### src/rtl/nn_conv_sched.sv
// nn_conv_sched: shares one 3x3 conv engine across a fixed two-layer
// job table (J0..J8). Layer-1 passes (J0-J2) convolve the 12x12 input
// into the 10x10 maps o1..o3. Layer-2 passes (J3-J8) convolve those maps
// into the 8x8 slices of out1/out2.
// Optional build macro NN_SCHED_SKIP_DUP_EN: J8 (identical to J7) is not
// issued, and the J7 result is written to both out1 and out2.
module nn_conv_sched #(
  parameter int TIMEOUT_CYC = 255
) (
  input  logic         clk,
  input  logic         rst,
  input  logic         in_valid,
  output logic         in_ready,
  input  logic [287:0] in,
  input  logic [17:0]  filter1,
  input  logic [17:0]  filter2,
  input  logic [17:0]  filter3,
  input  logic [17:0]  filter4,
  output logic         eng_start,
  output logic         eng_layer,
  output logic [287:0] eng_img,
  output logic [17:0]  eng_filt,
  input  logic         eng_done,
  input  logic [199:0] eng_res1,
  input  logic [127:0] eng_res2,
  output logic         out_valid,
  input  logic         out_ready,
  output logic [383:0] out1,
  output logic [383:0] out2,
  output logic         busy,
  output logic         err
);

  typedef enum logic [1:0] {IDLE, ISSUE, WAIT, OUT} state_t;

`ifdef NN_SCHED_SKIP_DUP_EN
  localparam logic [3:0] LAST_JOB = 4'd7;
`else
  localparam logic [3:0] LAST_JOB = 4'd8;
`endif
  localparam logic [7:0] TO_LAST = 8'(TIMEOUT_CYC - 1);

  state_t         state, state_nxt;
  logic [3:0]     job;
  logic [7:0]     wait_cnt;
  logic [287:0]   img_q;
  logic [17:0]    f1_q, f2_q, f3_q, f4_q;
  logic [199:0]   o1, o2, o3;
  logic           accept, tmo_hit, job_end, timed_out;
  logic [199:0]   res1;
  logic [127:0]   res2;

  // A job ends on eng_done or on its last allowed WAIT cycle; done wins a tie.
  assign accept    = (state == IDLE) && in_valid;
  assign tmo_hit   = (wait_cnt == TO_LAST);
  assign job_end   = (state == WAIT) && (eng_done || tmo_hit);
  assign timed_out = (state == WAIT) && tmo_hit && !eng_done;
  // A timed-out job stores zero in its slot.
  assign res1      = eng_done ? eng_res1 : '0;
  assign res2      = eng_done ? eng_res2 : '0;

  // State register.
  // NOTE: clocked state uses non-blocking (<=) so every flop samples pre-edge values.
  always_ff @(posedge clk or posedge rst) begin
    if (rst) state <= IDLE;
    else     state <= state_nxt;
  end

  // Next-state logic and handshake outputs.
  // NOTE: every output gets a default first, so no path can infer a latch.
  always_comb begin
    state_nxt = state;
    in_ready  = 1'b0;
    busy      = 1'b1;
    eng_start = 1'b0;
    out_valid = 1'b0;
    case (state)
      IDLE: begin
        in_ready = 1'b1;
        busy     = 1'b0;
        if (in_valid) state_nxt = ISSUE;
      end
      ISSUE: begin
        eng_start = 1'b1;
        state_nxt = WAIT;
      end
      WAIT: begin
        if (job_end) state_nxt = (job == LAST_JOB) ? OUT : ISSUE;
      end
      OUT: begin
        out_valid = 1'b1;
        if (out_ready) state_nxt = IDLE;
      end
      default: state_nxt = IDLE;
    endcase
  end

  // Engine command decode from the job table. The operands are registers
  // that do not change until the job's capture edge, so the command is stable
  // from ISSUE through WAIT.
  always_comb begin
    eng_layer = 1'b0;
    eng_img   = img_q;
    eng_filt  = f1_q;
    case (job)
      4'd0: eng_filt = f1_q;
      4'd1: eng_filt = f3_q;
      4'd2: eng_filt = f2_q;
      4'd3: begin eng_layer = 1'b1; eng_img = {88'b0, o1}; eng_filt = f1_q; end
      4'd4: begin eng_layer = 1'b1; eng_img = {88'b0, o1}; eng_filt = f2_q; end
      4'd5: begin eng_layer = 1'b1; eng_img = {88'b0, o2}; eng_filt = f3_q; end
      4'd6: begin eng_layer = 1'b1; eng_img = {88'b0, o2}; eng_filt = f4_q; end
      4'd7: begin eng_layer = 1'b1; eng_img = {88'b0, o3}; eng_filt = f2_q; end
      4'd8: begin eng_layer = 1'b1; eng_img = {88'b0, o3}; eng_filt = f2_q; end
      default: ;
    endcase
  end

  // Request capture, WAIT timeout counting, and result placement per job.
  // NOTE: the wide result/map registers are reset too, so nothing from an aborted job is ever visible.
  always_ff @(posedge clk or posedge rst) begin
    if (rst) begin
      img_q    <= '0;
      f1_q     <= '0;
      f2_q     <= '0;
      f3_q     <= '0;
      f4_q     <= '0;
      o1       <= '0;
      o2       <= '0;
      o3       <= '0;
      out1     <= '0;
      out2     <= '0;
      job      <= '0;
      wait_cnt <= '0;
      err      <= 1'b0;
    end else begin
      if (accept) begin
        img_q <= in;
        f1_q  <= filter1;
        f2_q  <= filter2;
        f3_q  <= filter3;
        f4_q  <= filter4;
        err   <= 1'b0;
        job   <= '0;
      end
      if (state == ISSUE) wait_cnt <= '0;
      if (state == WAIT) begin
        wait_cnt <= wait_cnt + 8'd1;
        if (job_end) begin
          if (timed_out) err <= 1'b1;
          if (job != LAST_JOB) job <= job + 4'd1;
          case (job)
            4'd0: o1 <= res1;
            4'd1: o2 <= res1;
            4'd2: o3 <= res1;
            4'd3: out1[127:0]   <= res2;
            4'd4: out2[127:0]   <= res2;
            4'd5: out1[255:128] <= res2;
            4'd6: out2[255:128] <= res2;
            4'd7: begin
              out1[383:256] <= res2;
`ifdef NN_SCHED_SKIP_DUP_EN
              out2[383:256] <= res2;
`endif
            end
            4'd8: out2[383:256] <= res2;
            default: ;
          endcase
        end
      end
    end
  end

endmodule

### config.mk
export PLATFORM = sky130hd
export DESIGN_NAME = nn_conv_sched
export DESIGN_NICKNAME = d
export VERILOG_FILES = /design/src/rtl/nn_conv_sched.sv
export SDC_FILE = /design/constraint.sdc
export NUM_CORES = 2
export LEC_CHECK = 0
export CORE_AREA = 3 3 695 697
export CTS_BUF_LIST = sky130_fd_sc_hd__clkbuf_4
export DETAILED_ROUTE_END_ITERATION = 6
export DIE_AREA = 0 0 698 700
export GPL_TIMING_DRIVEN = 0
export PLACE_DENSITY = 0.31
export SETUP_SLACK_MARGIN = 0.4
export SLEW_MARGIN = 20
export SYNTH_ARGS = -nofsm -noshare
export SYNTH_HDL_FRONTEND = slang
export SYNTH_SLANG_ARGS = --single-unit
### constraint.sdc
create_clock -name clk -period 88.7 [get_ports clk]
set_input_delay 17.74 -clock clk [delete_from_list [all_inputs] [get_ports clk]]
set_output_delay 17.74 -clock clk [all_outputs]
set_load 0.01 [all_outputs]
Word level (Yosys, flattened, before mapping)
Cells that the tools add are included.

$add $sub $neg: 2. Multipliers: 0. Div/mod/pow operators: 0. Order comparisons: 0. Equal/unequal tests: 16. Shift-type cells: 0. Mux-type cells: 24. Bitwise logic cells: 0. Reduce and logical (&&, ||, !) cells: 25.

Operator list (number): $pmux 288 s3 (1); $mux 200 (1); $mux 128 (1); $pmux 18 s3 (1); $reduce_and 3->1 (10); $eq 4x3->1 const B (4); $mux 4 (4); $mux 8 (2); $mux 1 (9); $add 8x1->8 const B (1); $eq 4x2->1 const B (2); $eq 8x8->1 const B (1); $mux 2 (4); $pmux 2 s4 (1); $reduce_or 2->1 (4); $ne 2x2->1 const B (3); $reduce_or 6->1 (1); $add 4x1->4 const B (1); $eq 2x2->1 const B (2); $eq 4x1->1 const B (1); $eq 4x4->1 const B (1); $logic_and 1x1->1 (4); $logic_not 4->1 (1); $ne 4x4->1 const B (1); other kinds (6) (6).

Bits in registers: 1743. Latch bits: 0. Memory bits (writable): 0. ROM bits: 0. Input bits: 693. Output and inout port bits: 1080. Logic and storage cells: 85. Memories: 0.

Depth between registers and ports, before layout
Depth after elaboration: 6. Mapped depth: 9. Depth with buffers taken out: 7.

Worst setup path before layout
Ideal clock, no wire load.

Path kind: flip-flop to output port. Start: register job[0]. End: output port eng_img[110]. Arrival: 2.035 ns. Required time: 70.960 ns. Path slack: 68.925 ns. Cell stages (with the launch flop): 10. Buffers on the path: 2. Cell sequence: dfrtp_1 inv_1 ha_1 and3b_1 a21o_1 nor3_4 inv_2 buf_2 clkbuf_1 o21ai_0.

Word-level cells in the longest chain between the ends: 3. Elaborated cells between the ends (all ways): 10. Classes of those cells: 6 x eq/ne; 1 x mux; 3 x reduce/logical.

Ends and longest elaborated chain: start: declaration (line 44) `logic [3:0] job;`; start signal: assignment (line 151) `if (job != LAST_JOB) job <= job + 4'd1;`; $eq 4x4->1, or another cell as far along (line 105) `case (job)`; $reduce_or 2->1 (no source line); $pmux 288 s3 * (line 105); end: declaration (line 21) `output logic [287:0] eng_img,`.

Mark *: on every way between the ends. The rest lies on a longest branch, timed or not.

Worst setup path after layout
Start: register job[0]. End: output port eng_img[70].

Same word-level chain as after synthesis.

==> impl_metrics.py <==
metrics = {
    "status": {
        "status": "finished, violations left",
        "violations": "DRC",
    },
    "logic_synthesis": {
        "ys.flop_type": "dfrtp_1",
        "synth_top_cell_by_area": "dfrtp_1",
        "synth_enable_flop_cells": 0,
        "synthTopCellsByArea": "dfrtp_1 62%, a32o_1 8.6%, o2bb2ai_1 6.4%",
        "yosysTopAreaCellShare": 0.625,
        "syn-num-nets": 5695,
        "avgSynthCellArea_um2": 14.0,
        "synthArstFlopShare": 1.00,
        "ys_ff_latch": 1743,
        "yosysWarnings": 0,
        "netlist_area_um2": 69800,
        "synth.distinct_cells": 48,
        "synth_cells": 4992,
        "synth_most_common_cell": "dfrtp_1",
        "synthTopCellsByCount": "1,743 x dfrtp_1, 602 x a32o_1, 513 x o2bb2ai_1",
        "yosysSeqAreaShare": 0.625,
    },
    "run": {
        "drv_cap": 0,
    },
    "floorplanning": {
        "initial_utilization": 0.146,
        "dieWidth_um": 698,
        "placementRows": 254,
        "die_h_um": 700,
        "core_um2": 478000,
        "io_pins": 1773,
        "dieArea_um2": 489000,
    },
    "grt": {
        "grt_max_degree": 100,
        "antenna_found_initial": 244,
        "grt_use_total": 0.212,
        "overflow": 0,
        "grt_pass1_vias": 64700,
        "grt_pass1_wl_mm": 687,
    },
    "power_and_ir_drop": {
        "irDropWorstVdd_uv": 22.9,
        "cellPowerDensity_nw_per_um2": 36.4,
        "power.total_mw": 3.79,
        "p_leak_nw": 42.9,
    },
    "cts": {
        "htree_num_levels": 6,
        "cts-root-buf": "clkbuf_4",
        "clkTransAtPathRegs_ps": 60,
        "clkSinkCount": 1743,
        "cts_tree": "yes",
        "cts_buffers": 569,
        "clk_path_buf_depth": 4,
        "cts_hold_buf": 0,
        "post-cts-setup-buffers": 0,
        "clk_latency_ps": 1640,
        "postCtsResizedCells": 0,
    },
    "hold_path": {
        "holdPathStages": 1,
        "hp-start": "out1[36]",
        "min_path_type": "reg2reg",
        "holdPathEnd": "out1[36]",
    },
    "routing": {
        "drt-total-wl_mm": 539,
        "ant_nets": 0,
        "drt_pass1_iterations": 7,
        "drc_errors": 14,
        "wl_per_cell_um": 37.8,
        "vias": 61700,
        "drt-initial-drc-count": 5985,
        "vias_per_cell": 4.33,
    },
    "final_layout": {
        "drive_above_1_share": 0.204,
        "regArea_um2": 43600,
        "fin_cells": 14200,
        "nets": 8111,
        "syn_to_final_growth_pct": 49.4,
        "multiInputGateArea_um2": 22600,
        "design_area_um2": 104000,
        "fill_cells": 51300,
        "post-route-util": 0.218,
    },
    "critical_path": {
        "cp_max_fo": 10,
        "r2r_cells": 6,
        "required_ps": 70960,
        "critical_path.startpoint": "job[0]",
        "r2r-end": "img_q[159]",
        "end_kind": "primary output",
        "arrival_ps": 6370,
        "crit_type": "reg2out",
        "ff2ff_setup_slack_ps": 85220,
        "cp-start-kind": "flop",
        "rr_startpoint": "state[0]",
    },
    "sta": {
        "fin_ws_ps": 64590,
        "fmax_mhz": 41.5,
        "drv_slew": 0,
        "maxSlewHeadroom": 0.192,
        "period_share": 0.272,
        "setup_viol": 0,
        "hold_viol_final": 0,
        "holdWs_ps": 487,
        "rsz0062_at_grt": "false",
        "fin_crit_ps": 24110,
        "setup_tns_ps": 0,
        "tightest_slew_ps": 1210,
        "finClkSkew_ps": 229,
    },
    "placement": {
        "placed_area_um2": 97200,
        "dpl.cell_count": 13200,
        "gp_congestion": 0.890,
        "portBuffers": 1772,
        "place_ws_ps": 65890,
        "place_hpwl_mm": 425,
    },
}
-- per-layer routing --
layer / track usage / part of all wire
met1: 0.233 / 0.37
met2: 0.373 / 0.50
met3: 0.0718 / 0.085
met4: 0.0862 / 0.044
met5: 0 / 0.0015
-- flip-flops by register name (all words and copies together) (netlist names) --
signal and flops:
f4_q 18, o2 200, err 1, o1 200
wait_cnt 8, f3_q 18, img_q 288, state 2
f2_q 18, out1 384, out2 384, o3 200
f1_q 18, job 4
-- worst max-delay path, cell delays in order, from the launching register on --
cell and delay (ps):
dfrtp_1 440, inv_1 90, ha_1 300, and3b_1 260
a21o_1 410, nor3_4 650, inv_2 240, buf_2 270
clkbuf_2 260, buf_12 230, o21ai_0 910, clkdlybuf4s50_1 830
-- cells in the final DEF (no fill, tap or decap), types with 88 or more instances in the layout --
cell type,count
a222oi_1,200
a22o_1,267
a32o_1,602
and2_1,88
buf_2,102
clkbuf_1,212
clkbuf_2,91
clkbuf_4,781
clkdlybuf4s50_1,1772
clkinv_1,88
dfrtp_1,1743
inv_1,209
mux2_2,369
mux2i_1,123
nand2_1,144
o2bb2ai_1,513
-- worst max-delay path by stage --
stage | end | slack (ps) | depth (start not counted)
5_1_grt | eng_img[70] | 64210 | 11
3_5_place_dp | eng_img[70] | 65890 | 11
2_1_floorplan | err | 21760 | 1
4_1_cts | eng_img[70] | 64120 | 11
6_report | eng_img[70] | 64590 | 11
3_3_place_gp | img_q[38] | -4720 | 2
-- where the power goes --
| group | leakage (nW) | switching [mW] | total (mW) | internal (mW) |
|---|---|---|---|---|
| logic | 16.4 | 0.985 | 1.73 | 0.743 |
| clock network | 4.08 | 0.418 | 0.858 | 0.440 |
| registers | 22.4 | 0.153 | 1.21 | 1.05 |
-- cell families after synthesis --
| logic type | share of synthesized area |
|---|---|
| fa+ha+maj | 0.00179 |
| compound gates | 0.224 |
| mux | 0.0772 |
| flops | 0.625 |
| buf+inv | 0.0515 |
| simple gates | 0.0204 |
| xor+xnor | 0.000251 |
-- layout make-up --
cell class              instances  share of cell area
plain buffers                 531              0.0280
clock inverters               151              0.0106
repair buffers               1845               0.184
clock buffers                 778              0.0560
inverters                     211             0.00767
well taps                    6400              0.0768
multi-input cells            2507               0.217
flip-flops and latches       1743               0.418
diodes                         75             0.00180
No activity file was read; power rests on OpenSTA's default activity.
